`config.mk`:
```
export PLATFORM = sky130hd
export DESIGN_NAME = spmv_sram_port_arbiter
export DESIGN_NICKNAME = d
export VERILOG_FILES = /design/src/rtl/spmv_sram_port_arbiter_pkg.sv /design/src/rtl/spmv_sram_port_arbiter_rr_pick.sv /design/src/rtl/spmv_sram_port_arbiter.sv
export SDC_FILE = /design/constraint.sdc
export NUM_CORES = 1
export LEC_CHECK = 0
export CORE_AREA = 3 3 616 618
export CTS_CLUSTER_DIAMETER = 50
export DETAILED_ROUTE_END_ITERATION = 10
export DIE_AREA = 0 0 619 621
export HOLD_SLACK_MARGIN = 0.05
export PLACE_DENSITY = 0.3
export RECOVER_POWER = 100
export SETUP_SLACK_MARGIN = 0.02
export SLEW_MARGIN = 20
export SYNTH_ARGS = -nofsm -noshare
export SYNTH_HDL_FRONTEND = slang
export SYNTH_HIERARCHICAL = 1
export SYNTH_SLANG_ARGS = --single-unit
```
`constraint.sdc`:
```
create_clock -name i_clk -period 7.6 [get_ports i_clk]
set_input_delay 1.52 -clock i_clk [delete_from_list [all_inputs] [get_ports i_clk]]
set_output_delay 1.52 -clock i_clk [all_outputs]
set_load 0.02 [all_outputs]
```
`src/rtl/spmv_sram_port_arbiter_pkg.sv`:
```
// Shared definitions for the SpMV SRAM port arbiter: SRAM geometry, requester IDs
// and the lock FSM state encoding.
package spmv_sram_port_arbiter_pkg;

    localparam int DATA_LEN    = 32;
    localparam int N           = 8;
    localparam int SRAM_DATA_W = DATA_LEN * N;
    localparam int SRAM_ADDR_W = 4;

    localparam int REQ_A       = 0;
    localparam int REQ_BVEC    = 1;
    localparam int REQ_WB      = 2;
    localparam int NUM_REQ_DEF = 3;

    typedef enum logic {
        ST_IDLE,
        ST_LOCKED
    } lockState_e;

endpackage

```
`src/rtl/spmv_sram_port_arbiter_rr_pick.sv`:
```
// One-hot round-robin picker: grants the first requesting index at or after the
// pointer, wrapping around. Purely combinational.
module rr_priority_pick #(
    parameter int NUM_REQ = 3,
    parameter int PTR_W   = 2
) (
    input  logic [NUM_REQ-1:0] req_i,
    input  logic [PTR_W-1:0]   ptr_i,
    output logic [NUM_REQ-1:0] gnt_o
);

    int   idx;
    logic found;

    always_comb begin
        gnt_o = '0;
        found = 1'b0;
        idx   = 0;
        for (int i = 0; i < NUM_REQ; i++) begin
            idx = int'(ptr_i) + i;
            if (idx >= NUM_REQ) begin
                idx = idx - NUM_REQ;
            end
            if (!found && req_i[idx]) begin
                gnt_o[idx] = 1'b1;
                found      = 1'b1;
            end
        end
    end

endmodule

```
`src/rtl/spmv_sram_port_arbiter.sv`:
```
// Shares one single-port SRAM among NUM_REQ requesters: round-robin grant with a
// bounded burst lock, registered SRAM command and tagged read-data return.
module spmv_sram_port_arbiter
    import spmv_sram_port_arbiter_pkg::*;
#(
    parameter int  NUM_REQ  = NUM_REQ_DEF,
    parameter int  DATA_W   = SRAM_DATA_W,
    parameter int  ADDR_W   = SRAM_ADDR_W,
    parameter int  RD_LAT   = 1,
    parameter int  MAX_LOCK = 8,
    localparam int PTR_W    = (NUM_REQ > 1) ? $clog2(NUM_REQ) : 1
) (
    input  logic                        i_clk,
    input  logic                        i_rstn,
    input  logic [NUM_REQ-1:0]          i_req,
    input  logic [NUM_REQ-1:0]          i_we,
    input  logic [NUM_REQ-1:0]          i_lock,
    input  logic [NUM_REQ*ADDR_W-1:0]   i_addr,
    input  logic [NUM_REQ*DATA_W-1:0]   i_wdata,
    output logic [NUM_REQ-1:0]          o_gnt,
    output logic [NUM_REQ-1:0]          o_rvalid,
    output logic [DATA_W-1:0]           o_rdata,
    output logic [ADDR_W-1:0]           o_sram_address,
    output logic                        o_sram_write,
    output logic [DATA_W-1:0]           o_sram_writedata,
    input  logic [DATA_W-1:0]           i_sram_readdata,
    output logic [PTR_W-1:0]            o_owner,
    output logic                        o_busy
);

    localparam int CNT_W = $clog2(MAX_LOCK + 1);

    lockState_e               state_q, state_d;
    logic [PTR_W-1:0]         ptr_q, ptr_d;
    logic [PTR_W-1:0]         owner_q, owner_d;
    logic [CNT_W-1:0]         lockCnt_q, lockCnt_d;
    logic [NUM_REQ-1:0]       rrGnt;
    logic [NUM_REQ-1:0]       gnt;
    logic [PTR_W-1:0]         gntIdx;
    logic                     anyGnt;
    logic                     lockActive;
    logic                     rdAccept;
    logic [ADDR_W-1:0]        sramAddr_q;
    logic                     sramWrite_q;
    logic [DATA_W-1:0]        sramWdata_q;
    logic [RD_LAT:0]          tagVld_q;
    logic [RD_LAT:0][PTR_W-1:0] tagId_q;

    rr_priority_pick #(
        .NUM_REQ (NUM_REQ),
        .PTR_W   (PTR_W)
    ) u_pick (
        .req_i (i_req),
        .ptr_i (ptr_q),
        .gnt_o (rrGnt)
    );

    // A locked owner that stops requesting releases immediately, so the others
    // are arbitrated in the same cycle.
    assign lockActive = (state_q == ST_LOCKED) && i_req[owner_q];

    always_comb begin
        gnt = '0;
        if (i_rstn) begin
            if (lockActive) begin
                gnt[owner_q] = 1'b1;
            end else begin
                gnt = rrGnt;
            end
        end
    end

    always_comb begin
        gntIdx = '0;
        for (int k = 0; k < NUM_REQ; k++) begin
            if (gnt[k]) begin
                gntIdx = PTR_W'(k);
            end
        end
    end

    assign anyGnt   = |gnt;
    assign rdAccept = anyGnt && !i_we[gntIdx];

    always_comb begin
        state_d   = state_q;
        ptr_d     = ptr_q;
        owner_d   = owner_q;
        lockCnt_d = lockCnt_q;
        if (anyGnt) begin
            ptr_d   = (gntIdx == PTR_W'(NUM_REQ - 1)) ? '0 : gntIdx + 1'b1;
            owner_d = gntIdx;
        end
        if (lockActive) begin
            if (!i_lock[owner_q] || lockCnt_q == CNT_W'(MAX_LOCK - 1)) begin
                state_d   = ST_IDLE;
                lockCnt_d = '0;
            end else begin
                lockCnt_d = lockCnt_q + 1'b1;
            end
        end else begin
            state_d   = ST_IDLE;
            lockCnt_d = '0;
            if (anyGnt && i_lock[gntIdx] && MAX_LOCK > 1) begin
                state_d   = ST_LOCKED;
                lockCnt_d = CNT_W'(1);
            end
        end
    end

    always_ff @(posedge i_clk or negedge i_rstn) begin
        if (!i_rstn) begin
            state_q   <= ST_IDLE;
            ptr_q     <= '0;
            owner_q   <= '0;
            lockCnt_q <= '0;
        end else begin
            state_q   <= state_d;
            ptr_q     <= ptr_d;
            owner_q   <= owner_d;
            lockCnt_q <= lockCnt_d;
        end
    end

    // Address and write data hold their last value between beats.
    always_ff @(posedge i_clk or negedge i_rstn) begin
        if (!i_rstn) begin
            sramAddr_q  <= '0;
            sramWrite_q <= 1'b0;
            sramWdata_q <= '0;
        end else begin
            sramWrite_q <= anyGnt && i_we[gntIdx];
            if (anyGnt) begin
                sramAddr_q  <= i_addr[int'(gntIdx)*ADDR_W +: ADDR_W];
                sramWdata_q <= i_wdata[int'(gntIdx)*DATA_W +: DATA_W];
            end
        end
    end

    always_ff @(posedge i_clk or negedge i_rstn) begin
        if (!i_rstn) begin
            tagVld_q <= '0;
            tagId_q  <= '0;
        end else begin
            tagVld_q <= {tagVld_q[RD_LAT-1:0], rdAccept};
            tagId_q  <= {tagId_q[RD_LAT-1:0], gntIdx};
        end
    end

    always_comb begin
        o_rvalid = '0;
        if (tagVld_q[RD_LAT]) begin
            o_rvalid[tagId_q[RD_LAT]] = 1'b1;
        end
    end

    assign o_rdata          = tagVld_q[RD_LAT] ? i_sram_readdata : '0;
    assign o_gnt            = gnt;
    assign o_sram_address   = sramAddr_q;
    assign o_sram_write     = sramWrite_q;
    assign o_sram_writedata = sramWdata_q;
    assign o_owner          = owner_q;
    assign o_busy           = (state_q == ST_LOCKED) || (|tagVld_q);

endmodule

```
==> reports/metrics.csv <==
metric;value;unit
outcome;finished with violations;
failing checks;max-capacitance violations, max-slew violations;
routed vias/inst;2.80;
leak pwr;15.2;nW
share of flip-flops with an asynchronous set or reset;1.00;
Final HPWL DP;274000;um
Synthesis Warnings;6;
Clock Tree Buf Depth;4;
htree depth;3;
final WL;307000;um
synthesized cell area;17800;um2
Post-synth top flop;dfrtp_1;
max-slew violations;487;
Critical Path RT;8.27;ns
grt total ovfl;0;
Setup Crit Path Kind;in -> reg;
minimum clock period;6.86;ns
RSZ-0062 raised after global routing;false;
vias in the first global route;24600;
sequential share of the synthesized area;0.386;
core area;375000;um2
fill count;43300;
Vias;23800;
largest net degree at the start of global routing;109;
CTS Buf Count;91;
Post-synth top cells;dfrtp_1 (275), nand2_1 (267), nor2_1 (265);
Die ar.;384000;um2
hold path depth;0;
clock latency on the worst-skew pair;0.80;ns
Syn Area/Cell;9.66;um2
RD Place Congestion;0.913;
Max Clk Rate;146;MHz
1st-pass router iterations;5;
routed wire length per instance;36.2;um
Final setup viols;0;
CTS tree;done;
most numerous cell in the Yosys netlist;dfrtp_1;
Max Cap Viol;12;
Fin Clk Skew;0.0497;ns
worst slew pin tran;3.18;ns
Worst EP arrival;7.53;ns
Cell Area, Placed;39100;um2
register area;6880;um2
fin nets;4431;
design area;41400;um2
PwrDens;438;nW/um2
Worst Setup Start Kind;primary input;
Synth top area share;0.386;
Port Buf Inserts;1572;
# rows;225;
number of flops mapped to enable cells by yosys;0;
clock sinks;275;
Final Hold Fails;0;
setup tns final;0;ns
Synthesized Nets;2899;
share of layout cells above drive strength 1;0.111;
DRC;0;
antenna-violating nets left;0;
cts hold-fix bufs;0;
Reg2Reg Depth;11;
Root Buffer;clkbuf_16;
total power;18.1;mW
maximum vdd drop;247;uV
first-pass GRT wire length;365000;um
fin crit share;0.903;
I/O pin count;1573;
DRT iter0 DRCs;1292;
number of gates resized after CTS;0;
die width;619;um
CP endpoint kind;flip-flop;
crit path max fanout;108;
register clock-pin slew on the reported worst setup and hold paths;0.05;ns
Worst slew margin;-1.12;
initial core utilization;0.0476;
Distinct cells, synth;50;
area of the multi-input gates;8830;um2
largest cells by area after synthesis;dfrtp_1 (39%), a221oi_2 (21%), and2_1 (9.0%), nand2_1 (5.6%), nor2_1 (5.6%);
GR Util All Layers;0.154;
Hold Crit Class;reg -> reg;
Gate Count Post-Synth;1847;
area leader, netlist;dfrtp_1;
Post-CTS Setup Inserts;0;
Die Ht;621;um
Synth Register Bits;275;
area delta synth->final;132;%
antenna violations before repair;296;
## area by class of cell
class | count | share of cell area
antenna | 40 | 0.00242
clock buffer | 122 | 0.0621
clock inverter | 39 | 0.0137
inverter | 9 | 0.000815
multi-input combinational | 1383 | 0.213
sequential | 275 | 0.166
tap | 4994 | 0.151
timing repair buffer | 1619 | 0.391
## registers in the layout (all words and copies together) (netlist names)
signal / count
state_q: 1
o_sram_writedata: 256
o_sram_write: 1
o_sram_address: 4
tagId_q: 4
lockCnt_q: 4
ptr_q: 1
o_owner: 2
tagVld_q: 2
## where the power goes
| group | switching (mW) | internal, mW | leakage, nW |
|---|---|---|---|
| combinational | 7.83 | 3.41 | 10.6 |
| sequential | 0.567 | 2.22 | 3.06 |
| clock | 1.34 | 2.78 | 1.55 |
## logic make-up after synthesis
group           synth area share
buf+inv                   0.0744
flops                      0.386
mux                      0.00358
fa+ha+maj                0.00351
compound gates             0.319
simple gates               0.213
xor+xnor                0.000982
## path summary, 6_finish.rpt
| check | startpoint | end | slack, ns |
|---|---|---|---|
| max reg2reg | o_owner[0] | o_sram_writedata[13] | 1.14 |
| max | i_req[2] | o_sram_writedata[13] | 0.74 |
| min | tagId_q[0] | tagId_q[2] | 0.35 |
| min in group asynchronous | i_rstn | o_sram_writedata[217] | 1.39 |
| max in group asynchronous | i_rstn | o_sram_writedata[7] | 1.83 |
| min reg2reg | tagId_q[0] | tagId_q[2] | 0.35 |
## through the flow
step	util	hold WS [ns]	worst slack [ns]	cells
2_1_floorplan	-	0.331	2.58	1847
3_3_place_gp	0.104	0.334	1.23	8277
3_5_place_dp	0.104	0.337	1.30	8280
4_1_cts	0.113	0.349	1.29	8441
5_1_grt	0.110	0.363	0.591	8453
6_report	0.111	0.347	0.740	8481
## routing by layer
| metal | GRT usage | vias up | share of wire |
|---|---|---|---|
| li1 | - | 9717 | - |
| met1 | 0.162 | 11700 | 0.36 |
| met2 | 0.271 | 1589 | 0.49 |
| met3 | 0.0824 | 656 | 0.12 |
| met4 | 0.0292 | 68 | 0.025 |
| met5 | 0 | - | 0.0015 |
## critical path, cell delays in order
cell and delay [ns]:
dlygate4sd3_1 0.71, and4bb_2 0.29, a311o_1 0.34, nand3_1 0.12, o221ai_1 0.22, nor2_1 0.17
o211ai_1 0.21, nand3b_1 0.45, clkbuf_2 2.04, nand2_1 0.74, a21oi_1 0.33
## layout by cell type, fill, tap and decap left out, types with 5 or more instances in the layout
cell type,instances
a21oi_1,201
a21oi_2,62
a221oi_1,134
a221oi_2,127
and2_0,15
and2_1,242
buf_12,13
buf_4,18
bufinv_16,13
clkbuf_1,32
clkbuf_16,92
clkbuf_2,5
clkbuf_8,16
clkdlybuf4s50_1,1062
clkinv_2,18
dfrtp_1,275
diode_2,40
dlygate4sd3_1,500
ha_1,5
inv_1,9
mux2i_1,6
nand2_1,267
nor2_1,265
nor2b_1,5
o21ai_0,6
Power figures use the tool's default switching activity.
